===== src/rtl/seg_display_scanner_pkg.sv =====
// Shared glyph, anode and timing constants for the seven-segment scanner.
package seg_display_scanner_pkg;

    localparam int TICK_COUNT_DEFAULT = 100000;

    // Active-low cathode patterns ordered {g,f,e,d,c,b,a}
    localparam logic [6:0] SEG_0     = 7'h40;
    localparam logic [6:0] SEG_1     = 7'h79;
    localparam logic [6:0] SEG_2     = 7'h24;
    localparam logic [6:0] SEG_3     = 7'h30;
    localparam logic [6:0] SEG_4     = 7'h19;
    localparam logic [6:0] SEG_5     = 7'h12;
    localparam logic [6:0] SEG_6     = 7'h02;
    localparam logic [6:0] SEG_7     = 7'h78;
    localparam logic [6:0] SEG_8     = 7'h00;
    localparam logic [6:0] SEG_9     = 7'h10;
    localparam logic [6:0] SEG_E     = 7'h06;
    localparam logic [6:0] SEG_BLANK = 7'h7F;

    localparam logic [3:0] AN_OFF = 4'b1111;

    typedef enum logic [1:0] {
        DIG_ONES  = 2'd0,
        DIG_TENS  = 2'd1,
        DIG_HUND  = 2'd2,
        DIG_BLANK = 2'd3
    } digit_e;

    function automatic logic [3:0] anode_sel(input logic [1:0] idx);
        return ~(4'b0001 << idx);
    endfunction

endpackage


===== src/rtl/seg_display_scanner_if.sv =====
// Digit inputs, display enable and anode/cathode outputs of the scanner.
interface seg_display_scanner_if;
    logic       en;
    logic [3:0] ones;
    logic [3:0] tens;
    logic [3:0] hundreds;
    logic [3:0] an;
    logic [6:0] seg;
    logic       dp;

    modport master (
        output en, ones, tens, hundreds,
        input  an, seg, dp
    );

    modport slave (
        input  en, ones, tens, hundreds,
        output an, seg, dp
    );
endinterface


===== src/rtl/seg_display_scanner_bcd_to_seg.sv =====
// Combinational digit value + blank flag to active-low glyph; 0-9 decode, 10-15 show "E".
module bcd_to_seg
    import seg_display_scanner_pkg::*;
(
    input  logic [3:0] val_i,
    input  logic       blank_i,
    output logic [6:0] seg_o
);

    always_comb begin
        seg_o = SEG_E;
        if (blank_i) begin
            seg_o = SEG_BLANK;
        end else begin
            case (val_i)
                4'd0:    seg_o = SEG_0;
                4'd1:    seg_o = SEG_1;
                4'd2:    seg_o = SEG_2;
                4'd3:    seg_o = SEG_3;
                4'd4:    seg_o = SEG_4;
                4'd5:    seg_o = SEG_5;
                4'd6:    seg_o = SEG_6;
                4'd7:    seg_o = SEG_7;
                4'd8:    seg_o = SEG_8;
                4'd9:    seg_o = SEG_9;
                default: seg_o = SEG_E;
            endcase
        end
    end

endmodule


===== src/rtl/seg_display_scanner.sv =====
// Scans three BCD digits plus a blank slot onto a 4-digit active-low display.
// an/seg are registered one clk behind the digit index; no backpressure, runs freely.
module seg_display_scanner
    import seg_display_scanner_pkg::*;
#(
    parameter int TICK_COUNT    = TICK_COUNT_DEFAULT,
    parameter int BLANK_LEADING = 1
) (
    input  logic                 clk,
    input  logic                 rst,
    seg_display_scanner_if.slave bus
);

    localparam int            CW       = $clog2(TICK_COUNT);
    localparam logic [CW-1:0] CNT_LAST = CW'(TICK_COUNT - 1);

    logic [11:0]   raw_word;
    logic [11:0]   sync1_q;
    logic [11:0]   sync_q;
    logic [11:0]   prev_q;
    logic [11:0]   snap_q;
    logic [11:0]   snap_d;
    logic [CW-1:0] cnt_q;
    logic [CW-1:0] cnt_d;
    logic [1:0]    idx_q;
    logic [1:0]    idx_d;
    logic [3:0]    an_q;
    logic [3:0]    an_d;
    logic [6:0]    seg_q;
    logic [6:0]    seg_d;

    logic          tick;
    logic          stable;
    logic          frame_wrap;
    logic          blank_en;
    logic [3:0]    snap_h;
    logic [3:0]    snap_t;
    logic [3:0]    snap_o;
    logic [3:0]    digit;
    logic          digit_blank;
    logic [6:0]    glyph;

    assign raw_word = {bus.hundreds, bus.tens, bus.ones};
    assign blank_en = (BLANK_LEADING != 0);
    assign {snap_h, snap_t, snap_o} = snap_q;

    always_comb begin
        tick       = (cnt_q == CNT_LAST);
        cnt_d      = tick ? '0 : cnt_q + CW'(1);
        idx_d      = idx_q + {1'b0, tick};
        stable     = (sync_q == prev_q);
        frame_wrap = tick && (idx_q == 2'd3);
        // Only a word that held still across two samples may enter the frame
        snap_d     = (frame_wrap && stable) ? sync_q : snap_q;
    end

    always_comb begin
        digit       = snap_o;
        digit_blank = 1'b0;
        case (digit_e'(idx_q))
            DIG_ONES:  digit_blank = 1'b0;
            DIG_TENS: begin
                digit       = snap_t;
                digit_blank = blank_en && (snap_h == 4'd0) && (snap_t == 4'd0);
            end
            DIG_HUND: begin
                digit       = snap_h;
                digit_blank = blank_en && (snap_h == 4'd0);
            end
            DIG_BLANK: digit_blank = 1'b1;
        endcase
    end

    bcd_to_seg u_bcd_to_seg (
        .val_i   (digit),
        .blank_i (digit_blank),
        .seg_o   (glyph)
    );

    always_comb begin
        an_d  = AN_OFF;
        seg_d = SEG_BLANK;
        if (bus.en) begin
            an_d  = anode_sel(idx_q);
            seg_d = glyph;
        end
    end

    always_ff @(posedge clk or posedge rst) begin
        if (rst) begin
            sync1_q <= '0;
            sync_q  <= '0;
            prev_q  <= '0;
            snap_q  <= '0;
            cnt_q   <= '0;
            idx_q   <= '0;
            an_q    <= AN_OFF;
            seg_q   <= SEG_BLANK;
        end else begin
            sync1_q <= raw_word;
            sync_q  <= sync1_q;
            prev_q  <= sync_q;
            snap_q  <= snap_d;
            cnt_q   <= cnt_d;
            idx_q   <= idx_d;
            an_q    <= an_d;
            seg_q   <= seg_d;
        end
    end

    assign bus.an  = an_q;
    assign bus.seg = seg_q;
    assign bus.dp  = 1'b1;

endmodule

===== src/flat_wrapper.sv =====
// flat-port wrapper written by rule: the top's interface ports become plain ports
module seg_display_scanner_flat import seg_display_scanner_pkg::*;
#(
    parameter int TICK_COUNT    = TICK_COUNT_DEFAULT,
    parameter int BLANK_LEADING = 1
)
  (clk, rst, bus_en, bus_ones, bus_tens, bus_hundreds, bus_an, bus_seg, bus_dp);
  seg_display_scanner_if bus_i ();
  input  logic clk;
  input  logic rst;
  input wire logic [$bits(bus_i.en)-1:0] bus_en;
  input wire logic [$bits(bus_i.ones)-1:0] bus_ones;
  input wire logic [$bits(bus_i.tens)-1:0] bus_tens;
  input wire logic [$bits(bus_i.hundreds)-1:0] bus_hundreds;
  output wire logic [$bits(bus_i.an)-1:0] bus_an;
  output wire logic [$bits(bus_i.seg)-1:0] bus_seg;
  output wire logic [$bits(bus_i.dp)-1:0] bus_dp;
  assign bus_i.en = bus_en;
  assign bus_i.ones = bus_ones;
  assign bus_i.tens = bus_tens;
  assign bus_i.hundreds = bus_hundreds;
  assign bus_an = bus_i.an;
  assign bus_seg = bus_i.seg;
  assign bus_dp = bus_i.dp;
  seg_display_scanner #(.TICK_COUNT(TICK_COUNT), .BLANK_LEADING(BLANK_LEADING)) u_core (.clk(clk), .rst(rst), .bus(bus_i));
endmodule

===== config.mk =====
export PLATFORM = sky130hd
export DESIGN_NAME = seg_display_scanner_flat
export DESIGN_NICKNAME = d
export VERILOG_FILES = /design/src/rtl/seg_display_scanner_pkg.sv /design/src/rtl/seg_display_scanner_if.sv /design/src/rtl/seg_display_scanner_bcd_to_seg.sv /design/src/rtl/seg_display_scanner.sv /design/src/flat_wrapper.sv
export SDC_FILE = /design/constraint.sdc
export NUM_CORES = 1
export LEC_CHECK = 0
export BUFFER_PORTS_ARGS = -buffer_cell sky130_fd_sc_hd__buf_2
export CORE_MARGIN = 10
export CORE_UTILIZATION = 53
export DETAILED_ROUTE_END_ITERATION = 12
export PLACE_DENSITY = 0.79
export SETUP_SLACK_MARGIN = 0.05
export SLEW_MARGIN = 25
export SYNTH_ARGS = -nofsm -noshare
export SYNTH_HDL_FRONTEND = slang
export SYNTH_HIERARCHICAL = 1
export SYNTH_SLANG_ARGS = --single-unit

===== constraint.sdc =====
create_clock -name clk -period 2.3 [get_ports clk]
set_clock_uncertainty 0.05 [all_clocks]
set_input_delay 0 -clock clk [delete_from_list [all_inputs] [get_ports clk]]
set_output_delay 0 -clock clk [all_outputs]
set_load 0.005 [all_outputs]

* After elaboration in Yosys (flattened, before gate mapping)
Memory sizes are Yosys's and may differ from the RTL's. Index checks and enable logic that the tools add are counted.
Storage, ports and cells: memories 1, bits in read-only memories 112, bits in registers 78, bits of input ports 15
Cells by class: shifts and indexed selects 1, add/subtract/negate cells 2, reductions and logical operators 6, bitwise gates (word level) 1, multiplexer cells 6, equality and inequality tests 5
Memories:
- (name not given) | depth 16, bits a word 7, read ports 1, clocked after memory_dff 0, wr ports 0, line seg_display_scanner_bcd_to_seg.sv:15 | case (val_i)
Operator list (number):
- 17-bit by 1-bit adder with 17-bit output (second input constant) | 1
- 17-bit equality test (second input constant) | 1
- 17-bit two-way mux | 1
- 7-bit two-way mux | 2
- 12-bit equality test | 1
- 4-bit logical NOT | 2
- 4-bit case mux with 2 select lines | 1
- 2-bit equality test (second input constant) | 2
- 4-bit two-way mux | 1
- 4-bit NOT | 1
- 1-bit case mux with 4 select lines | 1
- 1-bit by 2-bit left shift with 4-bit output (first input constant) | 1
- 1-bit logical AND | 3
- 2-bit by 1-bit adder with 2-bit output | 1
- 2-bit by 1-bit equality test with 1-bit output (second input constant) | 1
- 2-bit logical NOT | 1

* Longest topological paths before layout
word-level depth 5, depth in mapped cells 11, depth with buffers taken out 10

* Hierarchy
Netlist, hierarchy kept.
By module, submodules not included:
- seg_display_scanner | instances 1, cells each 205, seq. area each 1965.6 um2, area each 2910.3 um2
- bcd_to_seg | instances 1, cells each 32, seq. area each 0.0 um2, area each 224.0 um2

* Least setup slack after synthesis
OpenSTA, ideal clock, no wires.
path type reg2reg, start register u_core.idx_q[1], end register u_core.seg_q[0], in the netlist u_core/bus.seg[0], required time 2163 ps, path slack 63 ps, stages on the path, launching flop included 12, arrival time 2100 ps, setup time 87 ps, path buffers 1, cell sequence dfrtp_1 > inv_1 > ha_1 > clkbuf_1 > nor2_1 > a21oi_1 > inv_1 > ha_1 > and2b_2 > a21oi_1 > o21bai_1 > nand2b_1
On the way: word-level cells in the longest chain between the ends 5, elaborated cells on any way between the ends 9
RTL lines:
- start: declaration | line seg_display_scanner.sv:25 | logic [1:0] idx_q;
- start signal: assignment | line seg_display_scanner.sv:105 | idx_q <= idx_d;
- 2-bit equality test or 2-bit by 1-bit equality test with 1-bit output (tied branches) | line seg_display_scanner.sv:60 | case (digit_e'(idx_q))
- 4-bit case mux with 2 select lines (*) | line seg_display_scanner.sv:60
- net u_core.digit[1] | line seg_display_scanner.sv:39 | logic [3:0] digit;
- memory read 16 x 7 bit (*)
- 7-bit two-way mux (*) | line seg_display_scanner_bcd_to_seg.sv:12 | if (blank_i) begin
- net u_core.glyph[0] | line seg_display_scanner.sv:41 | logic [6:0] glyph;
- 7-bit two-way mux (*) | line seg_display_scanner.sv:83 | if (bus.en) begin
- net u_core.seg_d[0] | line seg_display_scanner.sv:30 | logic [6:0] seg_d;
- end signal: assignment | line seg_display_scanner.sv:107 | seg_q <= seg_d;
- end: declaration | line seg_display_scanner.sv:29 | logic [6:0] seg_q;
The timed path passes the listed nets; every way through them passes the cells marked *. A chain may end at the register's enable or synchronous reset.

* Worst setup path in the final report
start register u_core.idx_q[0], end register u_core.seg_q[3], in the netlist u_core/bus.seg[3]
The elaborated chain is that of the path after synthesis.

==> impl_metrics.yaml <==
route:
  drtAntennaViolNets: 0
  firstDrtPassIters: 6
  drcViolationCount: 0
  vias: 1803
  avgRoutedWirePerCell_um: 13.2
  routed_wl_um: 4790
  first_iter_violations: 100
  vias_per_cell: 4.95
clocking:
  cts.sinks: 78
  post_cts_buffers: 0
  clk_pin_slew_ns: 0.08
  clock_path_buffers: 2
  clockRootBuffer: "clkbuf_8"
  numCtsBuffers: 9
  clk_latency_ns: 0.34
  cts_tree: "yes"
  h-tree-depth: 3
synth:
  synth.area.top_cells: "dfrtp_1 53%, dfstp_2 9.2%, ha_1 4.8%, mux2_4 4.8%, xor2_1 4.5%"
  synth_compound_area_share_pct: 4.83
  synthDistinctLibCells: 38
  synth_edf_count: 0
  synth_adder_area_share_pct: 4.79
  synth_seq_cells: 78
  yosysTopAreaCellShare_pct: 53.5
  synth_top_family_by_area: "simple AND/OR/NAND/NOR gates"
  yosys_warnings: 6
  synthMuxAreaShare_pct: 5.83
  synth_flop_cell: "dfrtp_1"
  yosys.area.top_type: "dfrtp_1"
  synthXorXnorAreaFrac_pct: 7.82
  synth_nets: 264
  yosys.area_share.simple_pct: 11.4
  synth_most_common_cell: "dfrtp_1"
  mappedNetlistArea_mm2: 0.00313
  syn_avg_cell_area_um2: 13.2
  syn_inst: 237
  yosysSeqAreaShare_pct: 62.7
  async_flop_share_pct: 100
  ys_top_cells_by_count: "67 x dfrtp_1, 20 x nor2_1, 16 x xor2_1, 12 x ha_1, 12 x xnor2_1"
setup_path:
  critPathArrivalTime_ns: 2.32
  crit_start: "u_core/idx_q[0]"
  critPathCapture: "u_core/bus.seg[3]"
  crit_fanout: 6
  crit_path_start_kind: "flop"
  cpPeakStageDelay_ns: 0.43
  rrSetupSlack_ns: 0.21
  cp-end-kind: "flop"
  crit_chain: "inv_1 > ha_2 > a22oi_1 > a21oi_2 > inv_1 > ha_1 > and2b_2 > a21oi_1 > o21bai_1 > nand2b_1"
  cp.required_ns: 2.53
  r2r_start: "u_core/idx_q[0]"
  timing.setup.critical_path_class: "reg -> reg"
  crit_top_cell: "inv_1"
  ff2ff_path_depth: 10
  r2r-end: "u_core/bus.seg[3]"
  cp_slowest_cell: "dfrtp_1"
sta:
  finalCriticalPeriod_ns: 2.09
  clock.fmax_mhz: 478
  hold_viol_final: 0
  slew_violations: 0
  rsz0062_at_grt: "yes"
  setup_ws_ns: 0.209
  setup_viol: 0
  holdWs_ns: 0.139
  tightest_slew_ns: 0.541
  min_period_over_period_pct: 90.9
  finalSetupTns_ns: 0
  maxSlewHeadroom_pct: 63.7
worst_hold_path:
  hold_class: "in -> async"
power_and_ir_drop:
  swShare_pct: 21.6
  power_frac_seq_pct: 53.8
  p_per_area_mw_per_mm2: 705
  max-vdd-ir-drop_mv: 0.601
  internal-power_uw: 2080
  combinationalPowerShare_pct: 3.4
  cellLeakagePower_uw: 0.00175
  p_clk_share_pct: 42.8
  p_sw_uw: 575
global_routing:
  grt_antenna_before_repair: 0
  grt_pass1_vias: 1822
  grt_pass1_wl_um: 8660
  grt_start_max_net_pins: 39
  grt-ovfl-total: 0
  grtUsageTotal_pct: 11.2
run_status:
  outcome: "finished clean"
finish:
  layout-drive-gt1-share_pct: 29.8
  stdcell_count: 364
  area_growth_pct: 20.4
  fin_nets: 314
  n_antenna_cell: 0
floorplanning:
  die_x_um: 96.9
  die-area_mm2: 0.00939
  initial_core_util_pct: 55.9
  rows: 27
  die_height_um: 96.9
  io_pins: 27
  core_region_area_mm2: 0.00561
place:
  placedCellCount: 334
  port_buffers: 25
  globalplace.congestion: 0.853
  place_hpwl_um: 3260
  dp_slack_ns: 0.101
job:
  maxCapViolCount: 0
-- cell type report --
| type | count | area, µm² |
|---|---|---|
| well taps | 72 | 90.1 |
| repair buffers | 46 | 343 |
| inverters | 8 | 30.0 |
| fillers | 420 | 1840 |
| clock inverters | 7 | 104 |
| clock buffers | 9 | 124 |
| flip-flops and latches | 78 | 1970 |
| multi-input cells | 144 | 1110 |
-- flip-flops by register name, indices dropped and copies added, names as in the netlist --
signal	cells
u_core/bus.an	4
u_core/prev_q	12
u_core/sync1_q	12
u_core/bus.seg	7
u_core/snap_q	12
u_core/sync_q	12
u_core/idx_q	2
u_core/cnt_q	17
-- critical path: cells and delay by family, from the launching register on --
family / cells / cell delay, ns
AND/OR/NAND/NOR: 2 / 0.33
flip-flops: 1 / 0.43
AO/OA/AOI/OAI: 4 / 0.50
adder cells (fa/ha/maj): 2 / 0.46
buffers and inverters: 2 / 0.26
-- power by group through the flow --
stage	Sequential, µW	Combinational [µW]	Clock (µW)
3_3_place_gp	1460	72.5	0
4_1_cts	1430	93.0	1170
6_report	1430	89.7	1140
3_5_place_dp	1460	74.5	0
2_1_floorplan	1460	42.1	0
5_1_grt	1440	103	1240
-- cell usage in the layout (no fill, tap or decap), types with 2 or more instances in the layout --
| cell type | n |
|---|---|
| nor4_1 | 3 |
| buf_12 | 2 |
| mux2_4 | 10 |
| ha_1 | 9 |
| bufinv_16 | 2 |
| inv_1 | 6 |
| nor2_1 | 20 |
| clkinvlp_4 | 2 |
| nand3_1 | 8 |
| buf_2 | 25 |
| mux2_2 | 2 |
| xor2_1 | 16 |
| nand2b_1 | 7 |
| ha_2 | 2 |
| a21oi_1 | 9 |
| a21o_1 | 2 |
| dfstp_2 | 11 |
| buf_4 | 5 |
| nand2_1 | 9 |
| xnor2_1 | 12 |
| dlygate4sd3_1 | 14 |
| dfrtp_1 | 66 |
| inv_6 | 2 |
| nand4_1 | 5 |
| a21oi_2 | 2 |
| o21bai_1 | 5 |
| clkbuf_8 | 9 |
| and3_1 | 2 |
| nor3_2 | 2 |
| a22oi_1 | 4 |
| inv_2 | 2 |
-- per-stage QoR --
step                      total power, µW  utilization (%)  area (µm²)
after floorplan                      1500                -        3130
after global placement               1530             60.2        3380
after detailed placement             1530             60.2        3380
after CTS                            2700             66.8        3750
after global routing                 2780             67.3        3770
final                                2660             67.3        3770
-- routing by layer --
metal | global-route usage, % | vias to the layer above | routed length (µm)
met3 | 3.83 | 8 | 246
met4 | 7.22 | 0 | 104
met2 | 15.7 | 49 | 2180
met1 | 14.3 | 853 | 2260
met5 | 0 | - | 0
li1 | - | 893 | -
-- what timing repair did --
action	4_1_cts	5_1_grt
endpoints found under the hold margin	78	0
gates resized for setup	0	7
hold buffers	14	0
endpoints found under the setup margin	0	6
-- worst min-delay path by stage --
stage | startpoint | to | slack, ns | depth (start not counted)
final | rst | u_core/cnt_q[9] | 0.14 | 3
after global routing | rst | u_core/cnt_q[9] | 0.17 | 3
after CTS | rst | u_core/cnt_q[9] | 0.14 | 3
after detailed placement | rst | u_core/cnt_q[0] | -0.03 | 2
after global placement | rst | u_core/cnt_q[0] | -0.03 | 2
after floorplan | bus_ones[0] | u_core/sync1_q[0] | -0.02 | 0
-- logic make-up after synthesis --
family / Yosys count
simple gates: 66
other cells: 1
buf+inv: 15
flops: 78
fa+ha+maj: 12
mux: 13
compound gates: 24
xor+xnor: 28
(Power assumes the default switching activity.)
